**src/rtl/mii_rx_parser_if.sv**
```systemverilog
// mii_rx_parser_if
//   Bundles the 64-bit MII receive word and the realigned frame output of
//   mii_rx_parser.
//   master : drives the MII word (i_*) and sinks the frame output (o_*)
//   slave  : the parser; sinks the MII word and drives the frame output
//   i_mii_rx_d  64  MII data, lane k = bits [8k+7:8k], lane 0 first on wire
//   i_mii_rx_c   8  per-lane control flag
//   i_valid      1  qualifies i_mii_rx_d / i_mii_rx_c
//   o_data      64  payload, frame byte 8m+k in lane k
//   o_keep       8  valid-lane mask, contiguous from lane 0
//   o_valid      1  one-cycle pulse per output word
//   o_sop/o_eop  1  first / last word of frame
//   o_err        1  frame error, valid with o_eop
//   o_frame_len 16  frame byte count, valid with o_eop
interface mii_rx_parser_if;
    logic [63:0] i_mii_rx_d;
    logic [7:0]  i_mii_rx_c;
    logic        i_valid;
    logic [63:0] o_data;
    logic [7:0]  o_keep;
    logic        o_valid;
    logic        o_sop;
    logic        o_eop;
    logic        o_err;
    logic [15:0] o_frame_len;

    modport master (
        output i_mii_rx_d, i_mii_rx_c, i_valid,
        input  o_data, o_keep, o_valid, o_sop, o_eop, o_err, o_frame_len
    );

    modport slave (
        input  i_mii_rx_d, i_mii_rx_c, i_valid,
        output o_data, o_keep, o_valid, o_sop, o_eop, o_err, o_frame_len
    );
endinterface

```
**src/rtl/mii_rx_parser.sv**
```systemverilog
// mii_rx_parser
//   Parses 8-lane 64-bit MII words: finds the start (0xFB, lane 0) and the
//   terminate (0xFD, any lane), strips delimiters and idles, realigns the
//   payload so frame byte 0 lands in lane 0, and emits 8-byte words with
//   keep, SOP/EOP, frame length and error status. All outputs registered.
//   Ports:
//     clk    in  rising-edge clock
//     i_rst  in  asynchronous active-high reset
//     bus    slave modport of mii_rx_parser_if (MII in, frame out)
//   Parameters:
//     USE_CTRL  1: lane is control only when its control bit is set
//               0: classify by byte value (0x07, 0xFB, 0xFD, 0xFE)
//     MIN_LEN / MAX_LEN  legal frame length range, delimiters excluded

// Per-lane character classifier.
//   d        in  lane byte
//   c        in  lane control flag
//   is_ctrl  out lane carries a control character
//   is_term  out lane carries the terminate character
module mii_lane_class #(
    parameter bit USE_CTRL = 1'b1
) (
    input  logic [7:0] d,
    input  logic       c,
    output logic       is_ctrl,
    output logic       is_term
);
    logic by_value;

    assign by_value = (d == 8'h07) || (d == 8'hFB) || (d == 8'hFD) || (d == 8'hFE);
    assign is_ctrl  = USE_CTRL ? c : by_value;
    assign is_term  = is_ctrl && (d == 8'hFD);
endmodule

module mii_rx_parser #(
    parameter bit USE_CTRL = 1'b1,
    parameter int MIN_LEN  = 64,
    parameter int MAX_LEN  = 1518
) (
    input  logic            clk,
    input  logic            i_rst,
    mii_rx_parser_if.slave  bus
);
    localparam int LANES = 8;

    typedef enum logic [1:0] {IDLE, DATA, FLUSH} state_t;

    state_t      state, state_nx;
    logic [55:0] held, held_nx;        // lanes 1-7 of the previous word
    logic [15:0] cnt, cnt_nx;          // frame bytes seen so far, saturating
    logic [2:0]  fl_j, fl_j_nx;        // terminate lane that led into FLUSH
    logic [15:0] fl_len, fl_len_nx;
    logic        fl_err, fl_err_nx;
    logic        sop_pend, sop_pend_nx; // next emitted word is the first of a frame

    logic [63:0] data_nx, data_r;
    logic [7:0]  keep_nx, keep_r;
    logic        valid_nx, valid_r;
    logic        sop_nx, sop_r;
    logic        eop_nx, eop_r;
    logic        err_nx, err_r;
    logic [15:0] len_nx, len_r;

    logic [LANES-1:0] is_ctrl, is_term;
    logic             has_ctrl, first_term, start_w;
    logic [2:0]       first_j;
    logic [16:0]      cnt_p8, term_sum;
    logic [63:0]      d;

    assign d = bus.i_mii_rx_d;

    for (genvar k = 0; k < LANES; k++) begin : g_lane
        mii_lane_class #(.USE_CTRL(USE_CTRL)) u_lane (
            .d       (bus.i_mii_rx_d[8*k +: 8]),
            .c       (bus.i_mii_rx_c[k]),
            .is_ctrl (is_ctrl[k]),
            .is_term (is_term[k])
        );
    end

    // Lowest-numbered control lane decides how the word is treated.
    always_comb begin
        first_j = 3'd0;
        for (int k = LANES - 1; k >= 0; k--) begin
            if (is_ctrl[k]) first_j = 3'(k);
        end
    end

    assign has_ctrl   = |is_ctrl;
    assign first_term = is_term[first_j];
    assign start_w    = is_ctrl[0] && (d[7:0] == 8'hFB);

    // 17-bit sums so saturation and the length range checks see overflow.
    assign cnt_p8   = {1'b0, cnt} + 17'd8;
    assign term_sum = {1'b0, cnt} + {14'd0, first_j};

    function automatic logic [15:0] sat16(input logic [16:0] v);
        return v[16] ? 16'hFFFF : v[15:0];
    endfunction

    function automatic logic len_bad(input logic [16:0] v);
        return (v < 17'(MIN_LEN)) || (v > 17'(MAX_LEN));
    endfunction

    always_comb begin
        state_nx    = state;
        held_nx     = held;
        cnt_nx      = cnt;
        fl_j_nx     = fl_j;
        fl_len_nx   = fl_len;
        fl_err_nx   = fl_err;
        sop_pend_nx = sop_pend;
        data_nx     = '0;
        keep_nx     = '0;
        valid_nx    = 1'b0;
        sop_nx      = 1'b0;
        eop_nx      = 1'b0;
        err_nx      = 1'b0;
        len_nx      = '0;

        case (state)
            IDLE: begin
                if (bus.i_valid && start_w) begin
                    held_nx     = d[63:8];
                    cnt_nx      = 16'd7;
                    sop_pend_nx = 1'b1;
                    state_nx    = DATA;
                end
            end

            DATA: begin
                if (bus.i_valid) begin
                    valid_nx    = 1'b1;
                    sop_nx      = sop_pend;
                    sop_pend_nx = 1'b0;
                    if (!has_ctrl) begin
                        data_nx = {d[7:0], held};
                        keep_nx = 8'hFF;
                        held_nx = d[63:8];
                        cnt_nx  = sat16(cnt_p8);
                    end else if (first_term) begin
                        if (first_j == 3'd0) begin
                            data_nx  = {8'h00, held};
                            keep_nx  = 8'h7F;
                            eop_nx   = 1'b1;
                            err_nx   = len_bad(term_sum);
                            len_nx   = sat16(term_sum);
                            state_nx = IDLE;
                        end else if (first_j == 3'd1) begin
                            data_nx  = {d[7:0], held};
                            keep_nx  = 8'hFF;
                            eop_nx   = 1'b1;
                            err_nx   = len_bad(term_sum);
                            len_nx   = sat16(term_sum);
                            state_nx = IDLE;
                        end else begin
                            // Tail bytes (lanes 1..j-1) go out next cycle.
                            data_nx   = {d[7:0], held};
                            keep_nx   = 8'hFF;
                            held_nx   = d[63:8];
                            fl_j_nx   = first_j;
                            fl_len_nx = sat16(term_sum);
                            fl_err_nx = len_bad(term_sum);
                            state_nx  = FLUSH;
                        end
                    end else begin
                        // Stray control (or a new start): close on held bytes.
                        data_nx  = {8'h00, held};
                        keep_nx  = 8'h7F;
                        eop_nx   = 1'b1;
                        err_nx   = 1'b1;
                        len_nx   = cnt;
                        state_nx = IDLE;
                        if (start_w) begin
                            held_nx     = d[63:8];
                            cnt_nx      = 16'd7;
                            sop_pend_nx = 1'b1;
                            state_nx    = DATA;
                        end
                    end
                end
            end

            FLUSH: begin
                valid_nx    = 1'b1;
                sop_nx      = sop_pend;
                sop_pend_nx = 1'b0;
                data_nx     = {8'h00, held};
                keep_nx     = ~(8'hFF << (fl_j - 3'd1));
                eop_nx      = 1'b1;
                err_nx      = fl_err;
                len_nx      = fl_len;
                state_nx    = IDLE;
                // Back-to-back start is accepted while the tail drains.
                if (bus.i_valid && start_w) begin
                    held_nx     = d[63:8];
                    cnt_nx      = 16'd7;
                    sop_pend_nx = 1'b1;
                    state_nx    = DATA;
                end
            end

            default: state_nx = IDLE;
        endcase

        // Lanes outside keep are driven as zero.
        for (int k = 0; k < LANES; k++) begin
            if (!keep_nx[k]) data_nx[8*k +: 8] = 8'h00;
        end
    end

    always_ff @(posedge clk or posedge i_rst) begin
        if (i_rst) begin
            state    <= IDLE;
            held     <= '0;
            cnt      <= '0;
            fl_j     <= '0;
            fl_len   <= '0;
            fl_err   <= 1'b0;
            sop_pend <= 1'b0;
            data_r   <= '0;
            keep_r   <= '0;
            valid_r  <= 1'b0;
            sop_r    <= 1'b0;
            eop_r    <= 1'b0;
            err_r    <= 1'b0;
            len_r    <= '0;
        end else begin
            state    <= state_nx;
            held     <= held_nx;
            cnt      <= cnt_nx;
            fl_j     <= fl_j_nx;
            fl_len   <= fl_len_nx;
            fl_err   <= fl_err_nx;
            sop_pend <= sop_pend_nx;
            data_r   <= data_nx;
            keep_r   <= keep_nx;
            valid_r  <= valid_nx;
            sop_r    <= sop_nx;
            eop_r    <= eop_nx;
            err_r    <= err_nx;
            len_r    <= len_nx;
        end
    end

    assign bus.o_data      = data_r;
    assign bus.o_keep      = keep_r;
    assign bus.o_valid     = valid_r;
    assign bus.o_sop       = sop_r;
    assign bus.o_eop       = eop_r;
    assign bus.o_err       = err_r;
    assign bus.o_frame_len = len_r;
endmodule

```
**src/flat_wrapper.sv**
```systemverilog
// flat-port wrapper written by rule: the top's interface ports become plain ports
module mii_rx_parser_flat 
#(
    parameter bit USE_CTRL = 1'b1,
    parameter int MIN_LEN  = 64,
    parameter int MAX_LEN  = 1518
)
  (clk, i_rst, bus_i_mii_rx_d, bus_i_mii_rx_c, bus_i_valid, bus_o_data, bus_o_keep, bus_o_valid, bus_o_sop, bus_o_eop, bus_o_err, bus_o_frame_len);
  mii_rx_parser_if bus_i ();
  input  logic clk;
  input  logic i_rst;
  input wire logic [$bits(bus_i.i_mii_rx_d)-1:0] bus_i_mii_rx_d;
  input wire logic [$bits(bus_i.i_mii_rx_c)-1:0] bus_i_mii_rx_c;
  input wire logic [$bits(bus_i.i_valid)-1:0] bus_i_valid;
  output wire logic [$bits(bus_i.o_data)-1:0] bus_o_data;
  output wire logic [$bits(bus_i.o_keep)-1:0] bus_o_keep;
  output wire logic [$bits(bus_i.o_valid)-1:0] bus_o_valid;
  output wire logic [$bits(bus_i.o_sop)-1:0] bus_o_sop;
  output wire logic [$bits(bus_i.o_eop)-1:0] bus_o_eop;
  output wire logic [$bits(bus_i.o_err)-1:0] bus_o_err;
  output wire logic [$bits(bus_i.o_frame_len)-1:0] bus_o_frame_len;
  assign bus_i.i_mii_rx_d = bus_i_mii_rx_d;
  assign bus_i.i_mii_rx_c = bus_i_mii_rx_c;
  assign bus_i.i_valid = bus_i_valid;
  assign bus_o_data = bus_i.o_data;
  assign bus_o_keep = bus_i.o_keep;
  assign bus_o_valid = bus_i.o_valid;
  assign bus_o_sop = bus_i.o_sop;
  assign bus_o_eop = bus_i.o_eop;
  assign bus_o_err = bus_i.o_err;
  assign bus_o_frame_len = bus_i.o_frame_len;
  mii_rx_parser #(.USE_CTRL(USE_CTRL), .MIN_LEN(MIN_LEN), .MAX_LEN(MAX_LEN)) u_core (.clk(clk), .i_rst(i_rst), .bus(bus_i));
endmodule
```
**config.mk**
```make
export PLATFORM = sky130hd
export DESIGN_NAME = mii_rx_parser_flat
export DESIGN_NICKNAME = d
export VERILOG_FILES = /design/src/rtl/mii_rx_parser_if.sv /design/src/rtl/mii_rx_parser.sv /design/src/flat_wrapper.sv
export SDC_FILE = /design/constraint.sdc
export NUM_CORES = 1
export LEC_CHECK = 0
export CORE_MARGIN = 2
export CORE_UTILIZATION = 35
export CTS_CLUSTER_SIZE = 28
export DETAILED_ROUTE_END_ITERATION = 10
export GPL_TIMING_DRIVEN = 0
export SLEW_MARGIN = 15
export SYNTH_ARGS = -nofsm -noshare
export SYNTH_HDL_FRONTEND = slang
export SYNTH_SLANG_ARGS = --single-unit
```
**constraint.sdc**
```tcl
create_clock -name clk -period 13.8 [get_ports clk]
set_clock_uncertainty 0.2 [all_clocks]
set_input_delay 1.38 -clock clk [delete_from_list [all_inputs] [get_ports clk]]
set_output_delay 1.38 -clock clk [all_outputs]
set_load 0.02 [all_outputs]
```
==> results of run 1 <==
## worst max path at each step
stage / to / startpoint / slack [ns]
2_1_floorplan: u_core.bus.o_data[0]$_DFF_PP0_ / i_rst / 7.19
3_5_place_dp: u_core.bus.o_err$_DFF_PP0_ / bus_i_mii_rx_c[4] / 8.34
6_report: u_core.bus.o_err$_DFF_PP0_ / bus_i_mii_rx_c[4] / 8.74
4_1_cts: u_core.bus.o_err$_DFF_PP0_ / bus_i_mii_rx_c[4] / 8.80
3_3_place_gp: u_core.bus.o_frame_len[7]$_DFF_PP0_ / i_rst / 4.62
5_1_grt: u_core.bus.o_err$_DFF_PP0_ / bus_i_mii_rx_c[4] / 8.46
## area by class of cell
class,count,area [sq um]
Buffer,25,180.2
Sequential cell,185,4629
Clock inverter,14,170.2
Fill cell,2121,12400
Clock buffer,18,439.2
Tap cell,319,399.1
Inverter,36,142.6
Timing Repair Buffer,168,1717
Multi-Input combinational cell,470,3400
## power groups by stage
stage               Sequential [W]  Clock [W]  Combinational, W
finish                    0.000589   0.000491          0.000216
global route              0.000593   0.000526          0.000236
CTS                       0.000589   0.000504          0.000218
detailed placement        0.000599          0          0.000217
global placement          0.000599          0          0.000214
floorplan                 0.000616          0          0.000101
## state kept, by name, indices dropped and copies added (netlist names)
signal / flops
u_core.bus.o_data: 64
u_core.fl_len: 16
u_core.bus.o_err: 1
u_core.bus.o_sop: 1
u_core.held: 56
u_core.fl_err: 1
u_core.sop_pend: 1
u_core.cnt: 14
u_core.bus.o_eop: 1
u_core.bus.o_frame_len: 16
u_core.fl_j: 3
u_core.bus.o_keep: 8
u_core.state: 2
u_core.bus.o_valid: 1
## routing by layer
| metal | global-route usage, % | vias up | share of wire [%] |
|---|---|---|---|
| met4 | 6.178 | 0 | 2.2 |
| met3 | 3.348 | 32 | 6.2 |
| met2 | 28.82 | 230 | 47 |
| li1 | - | 2921 | - |
| met1 | 23.70 | 3055 | 45 |
| met5 | 0 | - | 0 |
## cells by family (layout without fill, tap and decap cells)
kind of cell / count (synthesis) / after routing
simple gates: 214 / 214
flops: 185 / 185
mux: 63 / 63
xor+xnor: 11 / 11
fa+ha+maj: 12 / 12
buf+inv: 61 / 261
compound gates: 170 / 170
## cells in the mapped netlist (2+ instances only)
master	count
sky130_fd_sc_hd__dfrtp_1	185
sky130_fd_sc_hd__and2_1	71
sky130_fd_sc_hd__o21ai_0	45
sky130_fd_sc_hd__nand2_1	43
sky130_fd_sc_hd__a21oi_1	42
sky130_fd_sc_hd__mux2_4	40
sky130_fd_sc_hd__inv_1	34
sky130_fd_sc_hd__nor2_1	26
sky130_fd_sc_hd__mux2_1	21
sky130_fd_sc_hd__nand3_1	19
sky130_fd_sc_hd__o21ai_1	15
sky130_fd_sc_hd__clkbuf_1	14
sky130_fd_sc_hd__nor3_1	14
sky130_fd_sc_hd__ha_1	12
sky130_fd_sc_hd__xnor2_1	11
sky130_fd_sc_hd__o221ai_1	10
sky130_fd_sc_hd__and3_1	8
sky130_fd_sc_hd__nand4_1	8
sky130_fd_sc_hd__a211oi_1	6
sky130_fd_sc_hd__and4_1	6
sky130_fd_sc_hd__o31ai_1	6
sky130_fd_sc_hd__buf_2	5
sky130_fd_sc_hd__nand3b_1	5
sky130_fd_sc_hd__a21o_1	4
sky130_fd_sc_hd__a22oi_1	4
sky130_fd_sc_hd__buf_12	4
sky130_fd_sc_hd__nor4_1	4
sky130_fd_sc_hd__o211ai_1	4
sky130_fd_sc_hd__a31oi_1	3
sky130_fd_sc_hd__o21a_1	3
sky130_fd_sc_hd__a2111oi_2	2
sky130_fd_sc_hd__a211o_1	2
sky130_fd_sc_hd__a31o_2	2
sky130_fd_sc_hd__a32oi_1	2
sky130_fd_sc_hd__inv_2	2
sky130_fd_sc_hd__nand2b_1	2
sky130_fd_sc_hd__o211a_1	2
sky130_fd_sc_hd__o311ai_0	2
sky130_fd_sc_hd__o31a_1	2
sky130_fd_sc_hd__or2_2	2
## worst max-delay path, delay by kind of cell
family	cells	cell delay (ns)
fa+ha+maj	2	0.53
compound gates	7	2.00
buf+inv	2	0.77
simple gates	2	0.44
## layout by cell type, fill, tap and decap left out, drive strengths merged, types with 3 or more instances in the layout
cell / instances
ha: 12
nor3: 14
clkinv: 7
xnor2: 11
a31o: 3
nor4: 4
inv: 43
dfrtp: 185
o221ai: 10
a22oi: 4
a21oi: 42
o21ai: 60
nand2: 43
o211ai: 4
o31ai: 7
o311ai: 3
or2: 3
nand4: 8
o21a: 3
clkbuf: 32
nand3: 19
nand3b: 5
and2: 71
and4: 6
a31oi: 3
a211oi: 6
a2111oi: 3
a21o: 4
and3: 8
buf: 13
mux2: 62
nor2: 27
clkdlybuf4s50: 166
## metrics by stage
stage / setup slack [ns] / instances / total power [W] / cell area [sq um] / util [%]
finish: 8.738 / 1235 / 0.001296 / 11080 / 47.19
global placement: 4.620 / 1201 / 0.0008128 / 10410 / 44.33
detailed placement: 8.341 / 1203 / 0.0008161 / 10470 / 44.59
CTS: 8.795 / 1235 / 0.001311 / 11080 / 47.19
floorplan: 7.191 / 716 / 0.0007163 / 8344 / -
global route: 8.462 / 1235 / 0.001355 / 11080 / 47.19
==> impl_metrics.ini, run 1 <==
[run_status]
status = complete, no violations

[logic_synthesis]
synthDistinctLibCells = 64
synth_async_sr_flop_share_pct = 100.0
post_synth_xor_area_fraction_pct = 1.155
post_synth_instance_area_sq_um = 8344
synth-edff-count = 0
synth.yosys.warnings = 0
synth_nets = 803
synth-simple-area-share_pct = 13.83
synth_top_area_share_pct = 55.48
ys_seq_elements = 185
main_combinational_cell_family_by_area_after_synthesis = simple AND/OR/NAND/NOR gates
synthMuxAreaShare_pct = 10.29
post_synth.cell_area_avg_sq_um = 11.65
synth_compound_gate_area_share_pct = 13.68
seq_area_frac_synth_pct = 55.48
post-synth-top-area-cell = sky130_fd_sc_hd__dfrtp_1
yosys-top-cells-area = sky130_fd_sc_hd__dfrtp_1, sky130_fd_sc_hd__mux2_4, sky130_fd_sc_hd__and2_1
synthesis.instances = 716
ys.flop_type = sky130_fd_sc_hd__dfrtp_1
synth_fa_ha_area_share_pct = 1.799

[routing]
routed_wirelength_um = 21970
routedWlPerCell_um = 17.79
post-route-drc-count = 0
route.vias.total = 6238
vias_per_cell = 5.051
antenna_violating_nets_post_route = 0
drt_iter0_markers = 419
drt_pass1_iterations = 5

[setup_path]
cpMaxStageDelayCell = sky130_fd_sc_hd__clkdlybuf4s50_1
cpPeakStageDelay_ns = 0.70
rr_endpoint = u_core.bus.o_err$_DFF_PP0_
crit_chain = clkdlybuf4s50_1, a21oi_1, o21bai_1, a21o_1, inv_1, ha_1, ha_1, a221oi_2, nor2_1, nor3_1, o221ai_1, a211oi_1, o311ai_1
critical_path.max_fanout = 8
cp-start-kind = input pin
endpoint_kind = flip-flop
reg2reg_from = u_core.cnt[1]$_DFFE_PP0P_
arrival_ns = 5.13
cp_data_required_time_ns = 13.87
cp_common_cell = sky130_fd_sc_hd__ha_1
reg2reg_depth = 8
timing.setup.critical_path_class = in2reg
reg2reg_setup_slack_ns = 10.53

[layout]
nets = 990
ratio_of_cells_with_drive_above_1_in_the_final_layout_pct = 11.03
syn2layout_area_growth_pct = 32.75
n_antenna_cell = 0

[timing]
layout_worst_path_cycle_share_pct = 36.68
report.final.hold_viol_count = 0
timing_max_transition_violations_final = 0
setup-violations-final = 0
maxClockFrequency_mhz = 197.6
max_slew.worst_pin.slew_ns = 0.8403
setup-tns-final_ns = 0
maxSlewHeadroom_pct = 43.61
grt_setup_unrepaired = no
final.min_clock_period_ns = 5.062
final_hold_slack_ns = 0.2709

[pwr]
p_comb_share_pct = 16.7
switching_share_pct = 29.49
power_per_cell_area_nw_per_um2 = 117.0
cellInternalPower_w = 0.0009136
p_clk_share_pct = 37.9
cellLeakagePower_nw = 5.137
seq_power_share_pct = 45.4
vdd_drop_max_mv = 0.06918
p_sw_w = 0.0003822

[clock_tree]
cts_buffer_depth = 2
post_cts.resized_instances = 0
hold_buffers = 0
clock_sink_count = 185
cts_post_setup_buffers_inserted = 0
clock_insertion_delay_worst_skew_ns = 0.43
number_of_buffers_inserted_during_clock_tree_synthesis = 17
clock_tree.root_cell = sky130_fd_sc_hd__clkbuf_16
clock_transition_at_the_registers_of_the_reported_paths_ns = 0.07
htreeDepth = 4
cts_tree = yes

[floorplanning]
die_w_um = 158.4
die-height_um = 158.4
initial_core_util_pct = 35.55
core_sq_um = 23470
row_count = 56
ioPinCount = 167
design.die.area_sq_um = 25090

[global_routing]
via_count_of_the_first_global_routing_pass = 6063
largest_net_degree_at_the_start_of_global_routing = 97
overflow = 0
grt_pass1_wl_um = 33720
antenna_violations_before_repair = 0
grt_use_total_pct = 17.70

[place]
gp_congestion = 0.8954
number_of_input_and_output_port_buffers_inserted = 166
post-dp-hpwl_um = 16000

[worst_hold_path]
whs_endpoint = u_core.bus.o_data[51]$_DFF_PP0_
holdCritStartpoint = u_core.held[51]$_DFFE_PP0P_
worstHoldPathCells = 1
hp-class = reg2reg

[run]
cap_violations = 0
Note: power is estimated with default switching activity, not from simulation.
==> run 2, diff against run 1 <==
==> constraint.sdc (replaced) <==
create_clock -name clk -period 5.1 [get_ports clk]
set_clock_uncertainty 0.2 [all_clocks]
set_input_delay 0.51 -clock clk [delete_from_list [all_inputs] [get_ports clk]]
set_output_delay 0.51 -clock clk [all_outputs]
set_load 0.02 [all_outputs]
==> impl_metrics.ini, run 2 (synthesis results as in run 1) <==
[routing]
met3_length_um = 1362
post-route-drc-count = 0
antenna_violating_nets_post_route = 0
routed_wirelength_um = 22290
route.vias.total = 6285
routedWlPerCell_um = 18.00
vias_per_cell = 5.077
top_signal_layer_used = met5
drt_pass1_iterations = 5
routed-wl-met2_um = 10600
detail_route.wirelength.met1_um = 9830
drt_iter0_markers = 460

[timing]
grt_setup_unrepaired = no
layout_worst_path_cycle_share_pct = 82.83
final_hold_slack_ns = 0.2699
final.min_clock_period_ns = 4.224
report.final.hold_viol_count = 0
maxSlewHeadroom_pct = 44.07
timing_max_transition_violations_final = 0
final_critical_path_setup_slack_ns = 0.8758
maxClockFrequency_mhz = 236.7
setup-violations-final = 0
setup-tns-final_ns = 0
max_slew.worst_pin.slew_ns = 0.8389

[setup_path]
reg2reg_from = u_core.cnt[1]$_DFFE_PP0P_
cp_data_required_time_ns = 5.19
worst_path_dominant_cell_family = compound AO/OA/AOI/OAI gates
cp_common_cell = sky130_fd_sc_hd__ha_1
cpMaxStageDelayCell = sky130_fd_sc_hd__clkdlybuf4s50_1
arrival_ns = 4.32
cpPeakStageDelay_ns = 0.72
worst-path-buf-inv = 2
timing.setup.critical_path_class = in2reg
timing.critical_path.from = bus_i_mii_rx_c[4]
endpoint_kind = flip-flop
critical_path.max_fanout = 8
cp-start-kind = input pin
crit_chain = clkdlybuf4s50_1, a21oi_1, o21bai_1, a21o_1, inv_1, ha_1, ha_1, a221oi_2, nor2_1, and3_1, o221ai_1, a211oi_1, o311ai_1

[global_routing]
antenna_violations_before_repair = 1
overflow = 0
largest_net_degree_at_the_start_of_global_routing = 36
grt_pass1_wl_um = 34180
via_count_of_the_first_global_routing_pass = 6200
grt_use_total_pct = 17.95

[pwr]
seq_power_share_pct = 45.3
vdd_drop_max_mv = 0.2042
p_sw_w = 0.001046
power_per_cell_area_nw_per_um2 = 316.5
cellInternalPower_w = 0.002473
cellLeakagePower_nw = 5.152
p_comb_share_pct = 16.8
p_clk_share_pct = 38.0
switching_share_pct = 29.73

[place]
number_of_input_and_output_port_buffers_inserted = 166
placed_cell_area_sq_um = 10510
post-dp-hpwl_um = 16590
preCtsSetupSlack_ns = 0.5000
gp_congestion = 0.9172

[clock_tree]
hold_buffers = 0
clock_tree.root_cell = sky130_fd_sc_hd__clkbuf_16
cts_post_setup_buffers_inserted = 0
number_of_buffers_inserted_during_clock_tree_synthesis = 17
clock_sink_count = 185
cts_tree = yes
clock_insertion_delay_worst_skew_ns = 0.44
post_cts.resized_instances = 0
clock_transition_at_the_registers_of_the_reported_paths_ns = 0.07
htreeDepth = 4
cts_buffer_depth = 2

[floorplanning]
ioPinCount = 167
row_count = 56
die-height_um = 158.4
core_sq_um = 23470
initial_core_util_pct = 35.55
design.die.area_sq_um = 25090
die_w_um = 158.4

[layout]
fin_util_pct = 47.37
final_cell_area_sq_um = 11120
mostFrequentLayoutCells = sky130_fd_sc_hd__dfrtp_1, sky130_fd_sc_hd__clkdlybuf4s50_1, sky130_fd_sc_hd__and2_1
ratio_of_cells_with_drive_above_1_in_the_final_layout_pct = 11.32
syn2layout_area_growth_pct = 33.24
layout_commonest_cell = sky130_fd_sc_hd__dfrtp_1
max_ffs_per_register = 64
nets = 993
n_antenna_cell = 0

[worst_hold_path]
holdCritStartpoint = u_core.held[52]$_DFFE_PP0P_
hp-class = reg2reg

[run_status]
status = complete, no violations

[run]
cap_violations = 0
## run 2: stage by stage
step | instances | total power (W)
6_report | 1238 | 0.003519
5_1_grt | 1238 | 0.003669
4_1_cts | 1238 | 0.003557
3_5_place_dp | 1206 | 0.002213
3_3_place_gp | 1201 | 0.002200
2_1_floorplan | 716 | 0.001939
## run 2: worst register-to-register path: cells and delay by family, from the launching register on
kind / cells / cell delay [ns]
compound gates: 4 / 1.35
simple gates: 3 / 0.70
flops: 1 / 0.48
fa+ha+maj: 1 / 0.44
## run 2: power groups by stage
stage          clock network (W)  registers (W)  logic (W)
4_1_cts                  0.00137        0.00159   0.000594
2_1_floorplan                  0        0.00167   0.000273
3_5_place_dp                   0        0.00162   0.000590
3_3_place_gp                   0        0.00162   0.000578
6_report                 0.00134        0.00159   0.000589
5_1_grt                  0.00143        0.00160   0.000639
## run 2: final timing paths
check	end	slack (ns)	cells past startpoint
setup / recovery	u_core.bus.o_err$_DFF_PP0_	0.88	13
hold / removal	u_core.bus.o_data[52]$_DFF_PP0_	0.27	1
setup reg to reg	u_core.bus.o_err$_DFF_PP0_	1.79	8
hold reg to reg	u_core.bus.o_data[52]$_DFF_PP0_	0.27	1
max in group asynchronous	u_core.held[44]$_DFFE_PP0P_	3.37	5
min in group asynchronous	u_core.bus.o_keep[3]$_DFF_PP0_	0.29	2
## run 2: cell type report
type                       count  area (sq um)
timing repair buffer         171          1762
inverter                      36         138.9
multi-input combinational    470          3400
clock inverter                14         170.2
clock buffer                  18         439.2
buffer                        25         180.2
sequential                   185          4629
tap                          319         399.1
fill                        2150         12350
## run 2: metal layers
metal	up-vias	GRT usage (%)
li1	2938	-
met3	35	3.348
met5	-	0
met4	2	6.435
met1	3095	23.82
met2	215	29.46
==> run 3, diff against run 2 <==
==> constraint.sdc (replaced) <==
create_clock -name clk -period 4 [get_ports clk]
set_clock_uncertainty 0.2 [all_clocks]
set_input_delay 0.4 -clock clk [delete_from_list [all_inputs] [get_ports clk]]
set_output_delay 0.4 -clock clk [all_outputs]
set_load 0.02 [all_outputs]
==> impl_metrics.ini, run 3 (synthesis results as in run 1) <==
[layout]
final_cell_area_sq_um = 11160
nFillCells = 2145
n_antenna_cell = 0
layout_commonest_cell = sky130_fd_sc_hd__dfrtp_1
area_of_all_sequential_standard_cells_sq_um = 4629
max_ffs_per_register = 64
mostFrequentLayoutCells = sky130_fd_sc_hd__dfrtp_1, sky130_fd_sc_hd__clkdlybuf4s50_1, sky130_fd_sc_hd__and2_1
syn2layout_area_growth_pct = 33.69
nets = 993
multiInputGateArea_sq_um = 3436
ratio_of_cells_with_drive_above_1_in_the_final_layout_pct = 11.86

[timing]
maxSlewHeadroom_pct = 43.96
final.min_clock_period_ns = 3.760
max_slew.worst_pin.slew_ns = 0.8406
maxClockFrequency_mhz = 265.9
timing_max_transition_violations_final = 0
report.final.hold_viol_count = 0
setup-violations-final = 0
layout_worst_path_cycle_share_pct = 94.00

[pwr]
vdd_drop_max_mv = 0.2599
totalPowerFinal_w = 0.004491
cellLeakagePower_nw = 5.168
power_per_cell_area_nw_per_um2 = 402.6

[setup_path]
timing.critical_path.from = bus_i_mii_rx_c[6]
endpoint_kind = flip-flop
reg2reg_from = u_core.cnt[1]$_DFFE_PP0P_
rr_endpoint = u_core.bus.o_err$_DFF_PP0_
reg2reg_setup_slack_ns = 0.88
reg2reg_depth = 9
cp_data_required_time_ns = 4.12
arrival_ns = 3.88
cp-start-kind = input pin
crit_end = u_core.bus.o_err$_DFF_PP0_
critical_path.max_fanout = 9
timing.setup.critical_path_class = in2reg

[global_routing]
overflow = 0
grt_pass1_wl_um = 34200
largest_net_degree_at_the_start_of_global_routing = 36
via_count_of_the_first_global_routing_pass = 6195
antenna_violations_before_repair = 1
grt_use_total_pct = 17.97

[clock_tree]
clock_transition_at_the_registers_of_the_reported_paths_ns = 0.08
clock_insertion_delay_worst_skew_ns = 0.44
cts_tree = yes
clock_tree.root_cell = sky130_fd_sc_hd__clkbuf_16
number_of_buffers_inserted_during_clock_tree_synthesis = 17
clock_sink_count = 185
cts_buffer_depth = 2
htreeDepth = 4

[floorplanning]
initial_core_util_pct = 35.55
row_count = 56
die-height_um = 158.4
die_w_um = 158.4
design.die.area_sq_um = 25090
core_sq_um = 23470
ioPinCount = 167

[routing]
routedWlPerCell_um = 18.02
drt_pass1_iterations = 5
post-route-drc-count = 0
vias_per_cell = 5.074
drt_iter0_markers = 398
antenna_violating_nets_post_route = 0
route.vias.total = 6281
routed_wirelength_um = 22310

[place]
number_of_input_and_output_port_buffers_inserted = 166
placed_cell_area_sq_um = 10510
gp_congestion = 0.9172
post-dp-hpwl_um = 16590

[run]
cap_violations = 0

[worst_hold_path]
hp-class = in2async

[run_status]
status = complete, no violations
==> run 3: cell count changes in the layout (fill, tap and decap cells not counted), sizes merged <==
cell | before | now
dlymetal6s2s | 0 | 1
clkdlybuf4s50 | 166 | 164
dlygate4sd2 | 0 | 1
==> run 3: report_power, final <==
part,switching (W),internal (W)
Sequential,0.0000554,0.00198
Clock,0.000841,0.000860
Combinational,0.000440,0.000318
Total,0.00134,0.00315
==> run 3: cell type report <==
cell class	count	share of cell area, %
timing repair buffer	171	15.80
clock buffer	18	3.937
sequential	185	41.50
buffer	25	1.615
inverter	36	1.245
multi-input combinational	470	30.80
clock inverter	14	1.525
tap	319	3.578
==> run 3: critical path: stages <==
cell	delay, ns
sky130_fd_sc_hd__clkdlybuf4s50_1	0.51
sky130_fd_sc_hd__nor2_1	0.31
sky130_fd_sc_hd__nand2_1	0.11
sky130_fd_sc_hd__nand3_1	0.20
sky130_fd_sc_hd__inv_1	0.07
sky130_fd_sc_hd__ha_1	0.39
sky130_fd_sc_hd__and3_1	0.25
sky130_fd_sc_hd__a221o_1	0.32
sky130_fd_sc_hd__buf_2	0.20
sky130_fd_sc_hd__a21oi_1	0.14
sky130_fd_sc_hd__o21ai_1	0.11
sky130_fd_sc_hd__a2111oi_2	0.40
sky130_fd_sc_hd__a211oi_2	0.15
sky130_fd_sc_hd__o311ai_2	0.29
==> run 3: worst min path at each step <==
stage | from | endpoint | slack [ns] | depth (start not counted)
3_3_place_gp | u_core.held[41]$_DFFE_PP0P_ | u_core.bus.o_data[41]$_DFF_PP0_ | 0.26 | 1
4_1_cts | i_rst | u_core.bus.o_data[28]$_DFF_PP0_ | 0.18 | 2
6_report | i_rst | u_core.bus.o_keep[3]$_DFF_PP0_ | 0.18 | 2
5_1_grt | i_rst | u_core.bus.o_data[28]$_DFF_PP0_ | 0.20 | 2
3_5_place_dp | u_core.held[43]$_DFFE_PP0P_ | u_core.bus.o_data[43]$_DFF_PP0_ | 0.26 | 1
2_1_floorplan | u_core.held[40]$_DFFE_PP0P_ | u_core.bus.o_data[40]$_DFF_PP0_ | 0.25 | 1
==> run 3: routing by layer <==
layer / vias up / part of all wire (%) / GRT usage [%]
met5: - / 0.058 / 0
met4: 2 / 2.2 / 6.435
met3: 30 / 5.6 / 3.348
met2: 211 / 48 / 29.40
met1: 3104 / 45 / 23.93
li1: 2934 / - / -
==> run 3: per-stage QoR <==
stage                     setup slack (ns)  std cells  utilization, %  TNS (ns)  hold WS [ns]
final                               0.2398       1238           47.53         0        0.1755
after detailed placement           -0.4900       1206           44.77    -1.973        0.2609
after global placement             -0.5429       1201           44.34   -100.01        0.2572
after global routing              -0.01100       1238           47.53  -0.01100        0.2046
after floorplan                     0.8410        716               -         0        0.2494
after CTS                          0.05787       1238           47.44         0        0.1819
==> run 3: what timing repair did <==
| item | 4_1_cts | 5_1_grt |
|---|---|---|
| setup buffers | 0 | 0 |
| gates cloned | 0 | 0 |
| endpoints found under the hold margin | 0 | 0 |
| pin swaps | 0 | 0 |
| resized for setup | 3 | 6 |
| endpoints found under the setup margin | 1 | 2 |
| hold buffers | 0 | 0 |
